[config.mk]
export PLATFORM = sky130hd
export DESIGN_NAME = pipe_skid_reg
export DESIGN_NICKNAME = d
export VERILOG_FILES = /design/src/rtl/pipe_pkg.sv /design/src/rtl/pipe_data_reg.sv /design/src/rtl/pipe_skid_reg.sv
export SDC_FILE = /design/constraint.sdc
export NUM_CORES = 1
export LEC_CHECK = 0
export CAP_MARGIN = 20
export CORE_MARGIN = 4
export CORE_UTILIZATION = 31
export CTS_BUF_LIST = sky130_fd_sc_hd__clkbuf_4 sky130_fd_sc_hd__clkbuf_8 sky130_fd_sc_hd__clkbuf_16
export DETAILED_ROUTE_END_ITERATION = 10
export GPL_TIMING_DRIVEN = 1
export PLACE_DENSITY = 0.62
export SLEW_MARGIN = 10
export SYNTH_ARGS = -nofsm -noshare
export SYNTH_HDL_FRONTEND = slang
export SYNTH_SLANG_ARGS = --single-unit
[constraint.sdc]
create_clock -name clk -period 2.2 [get_ports clk]
set_clock_uncertainty 0.2 [all_clocks]
set_input_delay 0.44 -clock clk [delete_from_list [all_inputs] [get_ports clk]]
set_output_delay 0.44 -clock clk [all_outputs]
set_load 0.01 [all_outputs]
[src/rtl/pipe_pkg.sv]
// Shared types for the pipeline skid stages.
// Holds the occupancy state encoding and its next-state function.
package pipe_pkg;

  localparam int PIPE_DEFAULT_WIDTH = 64;

  // Number of valid beats held by the stage
  typedef enum logic [1:0] {
    EMPTY = 2'd0,
    ONE   = 2'd1,
    FULL  = 2'd2
  } skid_state_t;

  // Occupancy after one edge.
  // accept and emit are the two handshakes; clr is a flush.
  // FULL never sees an accept because in_ready is low there.
  function automatic skid_state_t skid_next(skid_state_t st, logic acc, logic emt, logic clr);
    skid_state_t nx;
    nx = st;
    if (clr) begin
      nx = EMPTY;
    end else begin
      case (st)
        EMPTY:   if (acc) nx = ONE;
        ONE: begin
          if (acc && !emt)      nx = FULL;
          else if (!acc && emt) nx = EMPTY;
        end
        FULL:    if (emt) nx = ONE;
        default: nx = EMPTY;
      endcase
    end
    return nx;
  endfunction

endpackage

[src/rtl/pipe_data_reg.sv]
// Payload register with load enable.
// Resets to RESET_VAL and holds whenever ld is low.
module pipe_data_reg #(
  parameter int               WIDTH     = 64,
  parameter logic [WIDTH-1:0] RESET_VAL = '0
) (
  input  logic             clk,
  input  logic             reset,
  input  logic             ld,
  input  logic [WIDTH-1:0] d,
  output logic [WIDTH-1:0] q
);

  // Load on enable only; contents survive while the entry is invalid
  always_ff @(posedge clk or negedge reset) begin
    if (!reset)  q <= RESET_VAL;
    else if (ld) q <= d;
  end

endmodule

[src/rtl/pipe_skid_reg.sv]
// Pipeline register stage with valid/ready handshake and a one-entry skid.
// in_ready and out_valid come straight from flops, so nothing reaches
// in_ready combinationally from out_ready.
// Optional feature: define PIPE_SKID_REG_FLUSH_EN to add the flush input.
module pipe_skid_reg
  import pipe_pkg::*;
#(
  parameter int               WIDTH     = PIPE_DEFAULT_WIDTH,
  parameter logic [WIDTH-1:0] RESET_VAL = '0
) (
  input  logic             clk,
  input  logic             reset,
  input  logic             in_valid,
  output logic             in_ready,
  input  logic [WIDTH-1:0] in_data,
  output logic             out_valid,
  input  logic             out_ready,
`ifdef PIPE_SKID_REG_FLUSH_EN
  input  logic             flush,
`endif
  output logic [WIDTH-1:0] out_data
);

  skid_state_t      state;
  skid_state_t      state_nx;
  logic             accept;
  logic             emit;
  logic             clr;
  logic             main_ld;
  logic             skid_ld;
  logic [WIDTH-1:0] main_d;
  logic [WIDTH-1:0] skid_q;

`ifdef PIPE_SKID_REG_FLUSH_EN
  assign clr = flush;
`else
  assign clr = 1'b0;
`endif

  assign accept = in_valid & in_ready;
  assign emit   = out_valid & out_ready;

  // Load enables: flush blocks every load so a dropped beat never lands.
  // Main takes the fresh beat when it is (or is about to be) free, or
  // refills from skid when draining FULL; skid only catches a stalled accept.
  always_comb begin
    main_ld = 1'b0;
    skid_ld = 1'b0;
    if (!clr) begin
      case (state)
        EMPTY:   main_ld = accept;
        ONE: begin
          main_ld = accept & emit;
          skid_ld = accept & ~emit;
        end
        FULL:    main_ld = emit;
        default: ;
      endcase
    end
  end

  assign main_d   = (state == FULL) ? skid_q : in_data;
  assign state_nx = skid_next(state, accept, emit, clr);

  // Occupancy FSM; handshake outputs registered from the next state
  always_ff @(posedge clk or negedge reset) begin
    if (!reset) begin
      state     <= EMPTY;
      in_ready  <= 1'b1;
      out_valid <= 1'b0;
    end else begin
      state     <= state_nx;
      in_ready  <= (state_nx != FULL);
      out_valid <= (state_nx != EMPTY);
    end
  end

  pipe_data_reg #(.WIDTH(WIDTH), .RESET_VAL(RESET_VAL)) u_main (
    .clk   (clk),
    .reset (reset),
    .ld    (main_ld),
    .d     (main_d),
    .q     (out_data)
  );

  pipe_data_reg #(.WIDTH(WIDTH), .RESET_VAL(RESET_VAL)) u_skid (
    .clk   (clk),
    .reset (reset),
    .ld    (skid_ld),
    .d     (in_data),
    .q     (skid_q)
  );

endmodule
Word-level counts from Yosys, hierarchy flattened --
Index checks and enable logic that the tools add are counted.
Cells by class: bitwise gates (word level) 5, reductions and logical operators 6, multiplexer cells 8, eq/ne operators 3
Operator list (count):
- $mux 64 | 1
- $mux 2 | 4
- $pmux 2 s3 | 1
- $and 1x1->1 | 4
- $pmux 1 s3 | 1
- $eq 2x1->1 const B | 1
- $eq 2x2->1 const B | 1
- $logic_and 1x1->1 | 2
- $logic_not 1->1 | 2
- $logic_not 2->1 | 1
- $ne 2x2->1 const B | 1
- $reduce_bool 2->1 | 1
- $mux 1 | 1
- $not 1->1 | 1
Word-level totals: output and inout port bits 66, input bits 68, logic and storage cells 27, register bits after elaboration 132

Depth between registers and ports, before layout --
depth in word-level cells 7, depth in mapped cells 6

Cells and area by module --
Synthesis repeated with hierarchy kept, for this count alone.
Unflattened totals: cell total of the unflattened synthesis 497, area, all modules 6358.6 sq um
By module, submodules not included:
- pipe_data_reg | area each 2678.8 sq um, cells each 135, instances 2, sequential area each 1601.5 sq um
- pipe_skid_reg | area each 1001.0 sq um, cells each 227, instances 1, sequential area each 101.3 sq um

Least setup slack after synthesis --
Ideal clock, no wire load.
path type reg-to-reg, start point register in_ready, end point register u_main.q[12], clock period less this slack 2.042 ns, data arrival time 1.717 ns, data required time 1.875 ns, stages on the path, launching flop included 5, setup slack 0.158 ns, setup time 0.125 ns, path through dfstp_2 nand2_1 o32ai_4 buf_6 mux2_2
On the way: word-level cells in the longest chain between the ends 3
Ends and longest elaborated chain:
- from (decl) | RTL line pipe_skid_reg.sv:14 | output logic in_ready,
- from (signal assigned) | RTL line pipe_skid_reg.sv:73 | in_ready <= (state_nx != FULL);
- $and 1x1->1 (*) | RTL line pipe_skid_reg.sv:40 | assign accept = in_valid & in_ready;
- $and 1x1->1 | RTL line pipe_skid_reg.sv:53 | main_ld = accept & emit;
- $pmux 1 s3 (*) | RTL line pipe_skid_reg.sv:50 | case (state)
- to (signal assigned) | RTL line pipe_data_reg.sv:16 | if (!reset) q <= RESET_VAL;
- to (signal assigned) | RTL line pipe_data_reg.sv:17 | else if (ld) q <= d;
- to (decl) | RTL line pipe_data_reg.sv:11 | output logic [WIDTH-1:0] q
Every way passes the cells marked *; elsewhere a longest branch is shown, timed or not. A chain may end at the register's enable or synchronous reset.

Final worst setup path --
start point register out_valid, end point output out_valid
RTL lines:
- from (decl) | RTL line pipe_skid_reg.sv:16 | output logic out_valid,
- from (signal assigned) | RTL line pipe_skid_reg.sv:74 | out_valid <= (state_nx != EMPTY);
No word-level cell between the ends.

==> flow_summary.json <==
{
  "vias": 3448,
  "yosys.area.top_type": "dfrtp_1",
  "viasPerCell": 4.60,
  "grt_pass1_vias": 3938,
  "syn_avg_cell_area_um2": 16.3,
  "finalSetupTns_ns": 0,
  "p_leak_uw": 0.00338,
  "diodes": 0,
  "drcViolationCount": 0,
  "antenna_found_initial": 0,
  "cts_tree": "built",
  "hp-class": "reg2reg",
  "drive_above_1_share": 0.471,
  "synth_cells": 358,
  "start_util": 0.320,
  "coreArea_mm2": 0.0183,
  "synth_ff_type": "dfrtp_1",
  "hold_slack_ns": 0.300,
  "avgRoutedWirePerCell_um": 16.4,
  "h-tree-depth": 4,
  "critPathKind": "reg2out",
  "tightest_slew_ns": 0.519,
  "fmax_mhz": 485,
  "grt_max_degree": 42,
  "crit_chain": "clkdlybuf4s50_1",
  "grt_overflow": 0,
  "synth_most_common_cell": "mux2_2",
  "wirelength_um": 12300,
  "syn_area_mm2": 0.00584,
  "fin_crit_sh": 0.937,
  "fin_nets": 575,
  "required_ns": 1.56,
  "ys_seq_area_frac": 0.566,
  "drv_slew": 0,
  "drtPass1Iterations": 4,
  "die-width_um": 145,
  "io_buffers": 133,
  "period_needed_ns": 2.06,
  "clock_sinks": 132,
  "p_switching_uw": 3470,
  "cp_slowest_stage_delay_ns": 0.58,
  "synth_edf_count": 0,
  "final_area_mm2": 0.00817,
  "post-cts-setup-buffers": 0,
  "synth_common_cells": "mux2_2, dfrtp_1, mux2_4, buf_6, nand2_1",
  "clkTransAtPathRegs_ns": 0.06,
  "powerDensity_mw_per_mm2": 1530,
  "die_h_um": 145,
  "slew_headroom": 0.654,
  "startpoint_type": "register",
  "rsz0062_at_grt": "no",
  "cp_num_buf_inv": 1,
  "cap_violations": 0,
  "crit_fanout": 4,
  "async_reset_ff_frac": 1.00,
  "clk_latency_ns": 0.41,
  "status": "finished clean",
  "grt_util_all_layers": 0.123,
  "drt_first_iter_violations": 88,
  "dp_hpwl_um": 8460,
  "yosys_warnings": 0,
  "setup_viol": 0,
  "cp.arrival_ns": 1.42,
  "root_buffer": "clkbuf_16",
  "crit_path_top_delay_cell": "clkdlybuf4s50_1",
  "syn-num-nets": 426,
  "p_int_uw": 9000,
  "synthTopCellsByArea": "dfrtp_1, mux2_2, mux2_4",
  "pin_count": 134,
  "pwr-share-clk": 0.251,
  "die_area_mm2": 0.0211,
  "place_congestion": 0.731,
  "swShare": 0.278,
  "hold_violations": 0,
  "place_area_mm2": 0.00749,
  "irDropWorstVdd_v": 0.000721,
  "ys_seq_elements": 132,
  "rows": 49,
  "combPwrFrac": 0.396,
  "ys_types": 19,
  "endpoint_kind": "output pin",
  "cts-buffers-inserted": 17,
  "synth_top_area_share": 0.561,
  "p_seq_frac": 0.353,
  "cts_max_path_buffers": 2,
  "crit_family": "buffers and inverters",
  "grt_pass1_wl_um": 20800,
  "syn2layout_area_growth_pct": 39.8,
  "postRouteAntennaNets": 0
}
[worst reg2reg max path, stage by stage (launching register included)]
cell	delay, ns
dfstp_2	0.55
nand2_1	0.10
o32ai_4	0.36
buf_12	0.29
mux2_2	0.40
[area by class of cell]
cell class / instances / area (um^2)
clock buffers: 20 / 460
multi-input cells: 206 / 2350
flip-flops and latches: 132 / 3300
repair buffers: 150 / 1560
fillers: 1635 / 10100
well taps: 229 / 287
clock inverters: 12 / 203
[layer usage]
metal / vias to the layer above / global-route usage / part of all wire
met4: 0 / 0.0328 / 0.0081
met3: 8 / 0.0502 / 0.057
li1: 1592 / - / -
met1: 1755 / 0.156 / 0.46
met5: - / 0 / 0
met2: 93 / 0.194 / 0.47
[power groups by stage]
stage | registers, uW | clock network [uW] | logic (uW)
finish | 4400 | 3130 | 4940
detailed placement | 4440 | 0 | 5030
CTS | 4420 | 3230 | 5040
global route | 4570 | 3340 | 5310
global placement | 4380 | 0 | 4910
floorplan | 4550 | 0 | 2830
[what timing repair did]
item,in CTS,in global routing
endpoints found under the hold margin,31,0
endpoints found under the setup margin,0,1
resized for setup,0,1
hold buffers,1,0
[state kept, by name (all words and copies together) (netlist names)]
register / cells
in_ready: 1
out_valid: 1
state: 2
u_main.q: 64
u_skid.q: 64
[path summary, 6_finish.rpt]
check                           slack (ns)           end  cells after the start         start
worst max-delay path                  0.14     out_valid                      1     out_valid
min in group asynchronous             0.35  u_main.q[26]                      2         reset
worst max register to register        0.18  u_main.q[44]                      4      in_ready
worst min register to register        0.30  u_skid.q[32]                      1  u_skid.q[32]
worst min-delay path                  0.30  u_skid.q[32]                      1  u_skid.q[32]
max in group asynchronous             0.84   u_main.q[9]                      3         reset
[placed cells by master, fill, tap and decap left out]
master           Yosys  routed
dfstp_2              1       1
buf_12               0       8
mux2_4              18      18
clkinv_2             0       2
a21oi_1              1       1
buf_4                2       9
mux2_1               1       1
clkinv_4             0       4
a21boi_2             1       1
o32ai_4              1       1
clkbuf_16            0      17
and2_1               1       1
o22ai_1              1       1
nand2b_4             0       1
clkdlybuf4s50_1      0     131
bufinv_16            0       5
a21oi_4              0       1
dfrtp_1            131     131
clkbuf_8             0       2
clkbuf_4             0       1
xor2_1               1       1
nand4b_1             1       1
dlymetal6s2s_1       0       1
clkinvlp_4           0       1
o21ai_0              1       1
mux2_2             173     173
nand2_1              4       4
dlygate4sd3_1        0       1
[cell families after synthesis]
logic type,count (synthesis),synth area share
flops,132,0.566
compound gates,6,0.0109
buf+inv,20,0.0341
simple gates,7,0.00621
xor+xnor,1,0.00150
mux,192,0.382
[metrics by stage]
step | total power [uW] | utilization | setup WS [ns] | cells
2_1_floorplan | 7380 | - | 0.158 | 358
3_3_place_gp | 9280 | 0.410 | -0.218 | 716
3_5_place_dp | 9470 | 0.410 | -0.239 | 716
4_1_cts | 12700 | 0.447 | 0.0198 | 749
5_1_grt | 13200 | 0.447 | 0.0625 | 749
6_report | 12500 | 0.447 | 0.138 | 749
Note: power is estimated with default switching activity, not from simulation.
